`src/rtl/game_state_controller.sv`:
```
// ---------------------------------------------------------------------------
// game_state_controller
//
// Purpose:
//   Top-level game flow sequencer. It moves between the start screen,
//   active play, pause and the end screen. It also raises a one-clock
//   game_over pulse, applies a frame-counted lockout before a restart is
//   accepted, and optionally tracks the best score since reset.
//
// Configuration macro:
//   HIGH_SCORE_EN - when defined, a high-score register is built. When it
//                   is undefined, high_score is tied to zero.
//
// Parameters:
//   END_LOCK_FRAMES - frame_tick pulses during which the end screen
//                     ignores start_btn after it is entered
//   SCORE_W         - width of score / high_score
//
// Ports:
//   clk           in   system clock; all state changes on its rising edge
//   rst           in   asynchronous, active-low reset
//   frame_tick    in   one-clk pulse per display frame (lockout timebase)
//   start_btn     in   debounced level, high = pressed
//   pause_btn     in   debounced level, high = pressed
//   collision     in   level, high = bird overlaps pipe or ground
//   score         in   current score from the pipes block
//   game_state    out  one-hot {END, PAUSE, IN_GAME, START}
//   game_over     out  one-clk pulse on entry to the end screen
//   high_score    out  best score since reset (0 without HIGH_SCORE_EN)
//   restart_ready out  high in the end screen once the lockout expired
// ---------------------------------------------------------------------------
module game_state_controller #(
    parameter int END_LOCK_FRAMES = 60,
    parameter int SCORE_W         = 32
) (
    input  logic               clk,
    input  logic               rst,
    input  logic               frame_tick,
    input  logic               start_btn,
    input  logic               pause_btn,
    input  logic               collision,
    input  logic [SCORE_W-1:0] score,
    output logic [3:0]         game_state,
    output logic               game_over,
    output logic [SCORE_W-1:0] high_score,
    output logic               restart_ready
);

    // A lockout of zero frames still needs a one-bit counter.
    localparam int LOCK_W = (END_LOCK_FRAMES < 1) ? 1 : $clog2(END_LOCK_FRAMES + 1);
    localparam logic [LOCK_W-1:0] LOCK_INIT = LOCK_W'(END_LOCK_FRAMES);

    typedef enum logic [3:0] {
        ST_START = 4'b0001,
        ST_GAME  = 4'b0010,
        ST_PAUSE = 4'b0100,
        ST_END   = 4'b1000
    } state_e;

    state_e            state_q, state_d;
    logic [LOCK_W-1:0] lock_q, lock_d;
    logic              game_over_q, game_over_d;
    logic              start_prev_q, start_prev_d;
    logic              pause_prev_q, pause_prev_d;

    logic start_press;
    logic pause_press;
    logic end_entry;

    // The history flops reset to 1. A button held through reset release
    // therefore has to be released and pressed again before it counts.
    assign start_press   = start_btn & ~start_prev_q;
    assign pause_press   = pause_btn & ~pause_prev_q;
    assign start_prev_d  = start_btn;
    assign pause_prev_d  = pause_btn;

    assign restart_ready = (state_q == ST_END) && (lock_q == '0);
    assign game_state    = state_q;
    assign game_over     = game_over_q;

    always_ff @(posedge clk or negedge rst) begin
        if (!rst) begin
            state_q      <= ST_START;
            lock_q       <= '0;
            game_over_q  <= 1'b0;
            start_prev_q <= 1'b1;
            pause_prev_q <= 1'b1;
        end else begin
            state_q      <= state_d;
            lock_q       <= lock_d;
            game_over_q  <= game_over_d;
            start_prev_q <= start_prev_d;
            pause_prev_q <= pause_prev_d;
        end
    end

    always_comb begin
        state_d   = state_q;
        end_entry = 1'b0;
        case (state_q)
            ST_START: begin
                if (start_press) state_d = ST_GAME;
            end
            ST_GAME: begin
                // If collision and pause arrive together, collision wins.
                if (collision) begin
                    state_d   = ST_END;
                    end_entry = 1'b1;
                end else if (pause_press) begin
                    state_d = ST_PAUSE;
                end
            end
            ST_PAUSE: begin
                if (pause_press) state_d = ST_GAME;
            end
            ST_END: begin
                // A press during the lockout is dropped, not remembered.
                if (start_press && restart_ready) state_d = ST_START;
            end
            default: begin
                state_d = ST_START;
            end
        endcase
    end

    // The counter loads on the entry edge, so a frame_tick in that same
    // clock does not shorten the lockout. The counter reads zero outside
    // the end screen.
    always_comb begin
        lock_d      = lock_q;
        game_over_d = end_entry;
        if (end_entry) begin
            lock_d = LOCK_INIT;
        end else if (state_q == ST_END) begin
            if (frame_tick && (lock_q != '0)) lock_d = lock_q - LOCK_W'(1);
        end else begin
            lock_d = '0;
        end
    end

`ifdef HIGH_SCORE_EN
    logic [SCORE_W-1:0] high_score_q, high_score_d;

    always_comb begin
        high_score_d = high_score_q;
        if (end_entry && (score > high_score_q)) high_score_d = score;
    end

    always_ff @(posedge clk or negedge rst) begin
        if (!rst) high_score_q <= '0;
        else      high_score_q <= high_score_d;
    end

    assign high_score = high_score_q;
`else
    // Without the high-score feature, score has no consumer.
    logic score_unused;
    assign score_unused = ^score;
    assign high_score   = '0;
`endif

endmodule

```
`config.mk`:
```
export PLATFORM = sky130hd
export DESIGN_NAME = game_state_controller
export DESIGN_NICKNAME = d
export VERILOG_FILES = /design/src/rtl/game_state_controller.sv
export SDC_FILE = /design/constraint.sdc
export NUM_CORES = 1
export LEC_CHECK = 0
export ABC_AREA = 1
export CELL_PAD_IN_SITES_DETAIL_PLACEMENT = 2
export CELL_PAD_IN_SITES_GLOBAL_PLACEMENT = 2
export CORE_ASPECT_RATIO = 0.75
export CORE_MARGIN = 10
export CORE_UTILIZATION = 18
export DETAILED_ROUTE_END_ITERATION = 10
export HOLD_SLACK_MARGIN = 0.03
export PLACE_DENSITY_LB_ADDON = 0.1
export SLEW_MARGIN = 20
export SYNTH_ARGS = -nofsm -noshare
export SYNTH_HDL_FRONTEND = slang
export SYNTH_SLANG_ARGS = --single-unit
```
`constraint.sdc`:
```
create_clock -name clk -period 1.9 [get_ports clk]
set_clock_uncertainty 0.05 [all_clocks]
set_input_delay 0.38 -clock clk [delete_from_list [all_inputs] [get_ports clk]]
set_output_delay 0.38 -clock clk [all_outputs]
set_load 0.05 [all_outputs]
```
==> results of run 1 <==
==> final cells by class <==
cell class | count | share of cell area
multi-input cells | 105 | 0.433
repair buffers | 13 | 0.114
clock buffers | 4 | 0.0381
well taps | 75 | 0.0794
flip-flops and latches | 13 | 0.278
inverters | 16 | 0.0571
==> power by group <==
part	internal, mW	switching [mW]	total [mW]	leakage, nW
combinational	0.254	0.612	0.867	0.461
sequential	0.354	0.0983	0.453	0.168
clock	0.148	0.101	0.249	0.0228
total	0.757	0.811	1.57	0.651
==> worst max-delay path by stage <==
stage | to
after floorplan | restart_ready
after global placement | game_state[2]$_DFFE_PN0P_
after detailed placement | game_state[1]$_DFFE_PN0P_
after CTS | restart_ready
after global routing | restart_ready
final | restart_ready
==> worst max-delay path, cell delays in order, from the launching register on <==
cell and delay, ns:
dfrtp_1 0.40, inv_1 0.09, ha_1 0.18, nand3_2 0.13, nor2_2 0.15, buf_12 0.15
==> cell families (layout without fill, tap and decap cells) <==
family          Yosys count  after routing  share of synthesized area
compound gates            6              6                     0.0316
fa+ha+maj                 2              2                     0.0243
buf+inv                  48             33                      0.299
flops                    13             13                      0.320
other cells               1             32                    0.00364
simple gates             65             65                      0.322
==> stage by stage <==
step	hold slack (ns)	setup slack [ns]	cells
floorplan	0.0344	0.0509	166
global placement	0.480	0.347	222
detailed placement	0.475	0.371	222
CTS	0.397	0.0829	226
global route	0.415	0.0194	226
finish	0.397	0.121	226
==> registers in the layout (all words and copies together) (netlist names) <==
name          cells
pause_prev_q      1
game_state        4
lock_q            6
game_over         1
start_prev_q      1
==> Yosys cell counts (all sizes together) <==
cell and count:
nor3 1, conb 1, nor2 14, o31ai 1, nand2 32, inv 15, dfrtp 10, a21oi 2
nand3 12, ha 2, nor3b 1, clkinv 1, o21ai 3, dfstp 3, buf 32, nand4 5
==> layer usage <==
metal	share of wire	GRT usage
met2	0.51	0.114
met5	0	0
met4	0.0042	0.00726
met3	0.067	0.0291
met1	0.41	0.0685
==> results.json, run 1 <==
{
  "cp_max_fo": 3,
  "clk_pin_slew_worst_paths_ns": 0.06,
  "p_per_area_mw_per_mm2": 1330,
  "final_util": 0.217,
  "worst-r2r-setup-slack_ns": 0.50,
  "period_share": 0.936,
  "die-area_sq_mm": 0.00918,
  "htreeDepth": 1,
  "syn_area_per_cell_sq_um": 7.63,
  "core_sq_mm": 0.00544,
  "yosys.area.top_type_share": 0.243,
  "clock_sinks": 13,
  "power.total_mw": 1.57,
  "drt_iter0_drc": 20,
  "grt_max_degree": 14,
  "drv_cap": 0,
  "place_congestion": 0.723,
  "diodes": 0,
  "first_global_vias": 912,
  "synth_area_sq_mm": 0.00103,
  "cts_made_buffers": 3,
  "tns_ns": 0,
  "yosysUniqueCellTypes": 23,
  "drtAntennaViolNets": 0,
  "crit_required_ns": 1.47,
  "ys_warn_count": 0,
  "grt_usage": 0.0633,
  "viasPerCell": 3.54,
  "p_leak_nw": 0.651,
  "synth_area_leader_cell": "dfrtp_1",
  "vias": 801,
  "final_common_cell": "conb_1",
  "clkLatencyLatePin_ns": 0.24,
  "root_buffer": "clkbuf_8",
  "cts_tree": "yes",
  "die-height_um": 85.5,
  "wl_um": 2850,
  "port_buffers": 11,
  "dr.pass1.iters": 3,
  "reg2reg_from": "game_state[0]$_DFFE_PN1P_",
  "r2r_end": "lock_q[5]$_DFFE_PN0P_",
  "endpoint_kind": "primary output",
  "crit_arrival_ns": 1.35,
  "drcViolationCount": 0,
  "finalHoldViolCount": 0,
  "rsz0062_at_grt": "no",
  "wl_per_cell_um": 12.6,
  "hp-class": "input port to asynchronous set/reset pin",
  "status": "finished clean",
  "worstSetupPathType": "flop to primary output",
  "dpl.hpwl_um": 2430,
  "seq_area_frac_synth": 0.320,
  "drive_gt1_frac": 0.219,
  "slew_viol_final": 0,
  "seq_area_sq_um": 329,
  "synthTopCellsByArea": "dfrtp_1 24%, buf_4 23%, nand2_1 9.8%, dfstp_2 7.7%, nand3_1 5.3%",
  "reg2reg_depth": 7,
  "final_area_sq_mm": 0.00118,
  "initial_core_util": 0.189,
  "ir_worst_vdd_v": 0.000247,
  "row_count": 23,
  "grt_overflow": 0,
  "multi_input_area_sq_um": 512,
  "synth-seq-cells": 13,
  "finalSetupViolations": 0,
  "startpoint_type": "flop",
  "clock_path_buffers": 2,
  "io_pins": 76,
  "cts_hold_buf": 0,
  "n_fill_cell": 658,
  "cts_resized": 0,
  "placed_cell_area_sq_mm": 0.00114,
  "cts_setup_buffers": 0,
  "worstSetupStartpoint": "lock_q[1]$_DFFE_PN0P_",
  "grt_pass1_wl_um": 4610,
  "die_width_um": 107,
  "synthCells": 135,
  "fin_nets": 192,
  "area_growth_pct": 14.8,
  "period_needed_ns": 1.78,
  "antenna_found_initial": 0,
  "max_freq_ghz": 0.562,
  "final_cell_mix": "32 x conb_1, 27 x nand2_1, 11 x nand3_1"
}
(Power assumes the default switching activity.)
==> inputs of run 2 (changes only) <==
Settings changed: TNS_END_PERCENT set to 10.
==> results of run 2 <==
Final layout, timing and power as in run 1 (identical DEF).
==> inputs of run 3 (changes only) <==
Settings changed: ABC_CLOCK_PERIOD_IN_PS set to 1900, CAP_MARGIN set to 30.
==> results of run 3 <==
Final layout, timing and power as in run 1 (identical DEF).
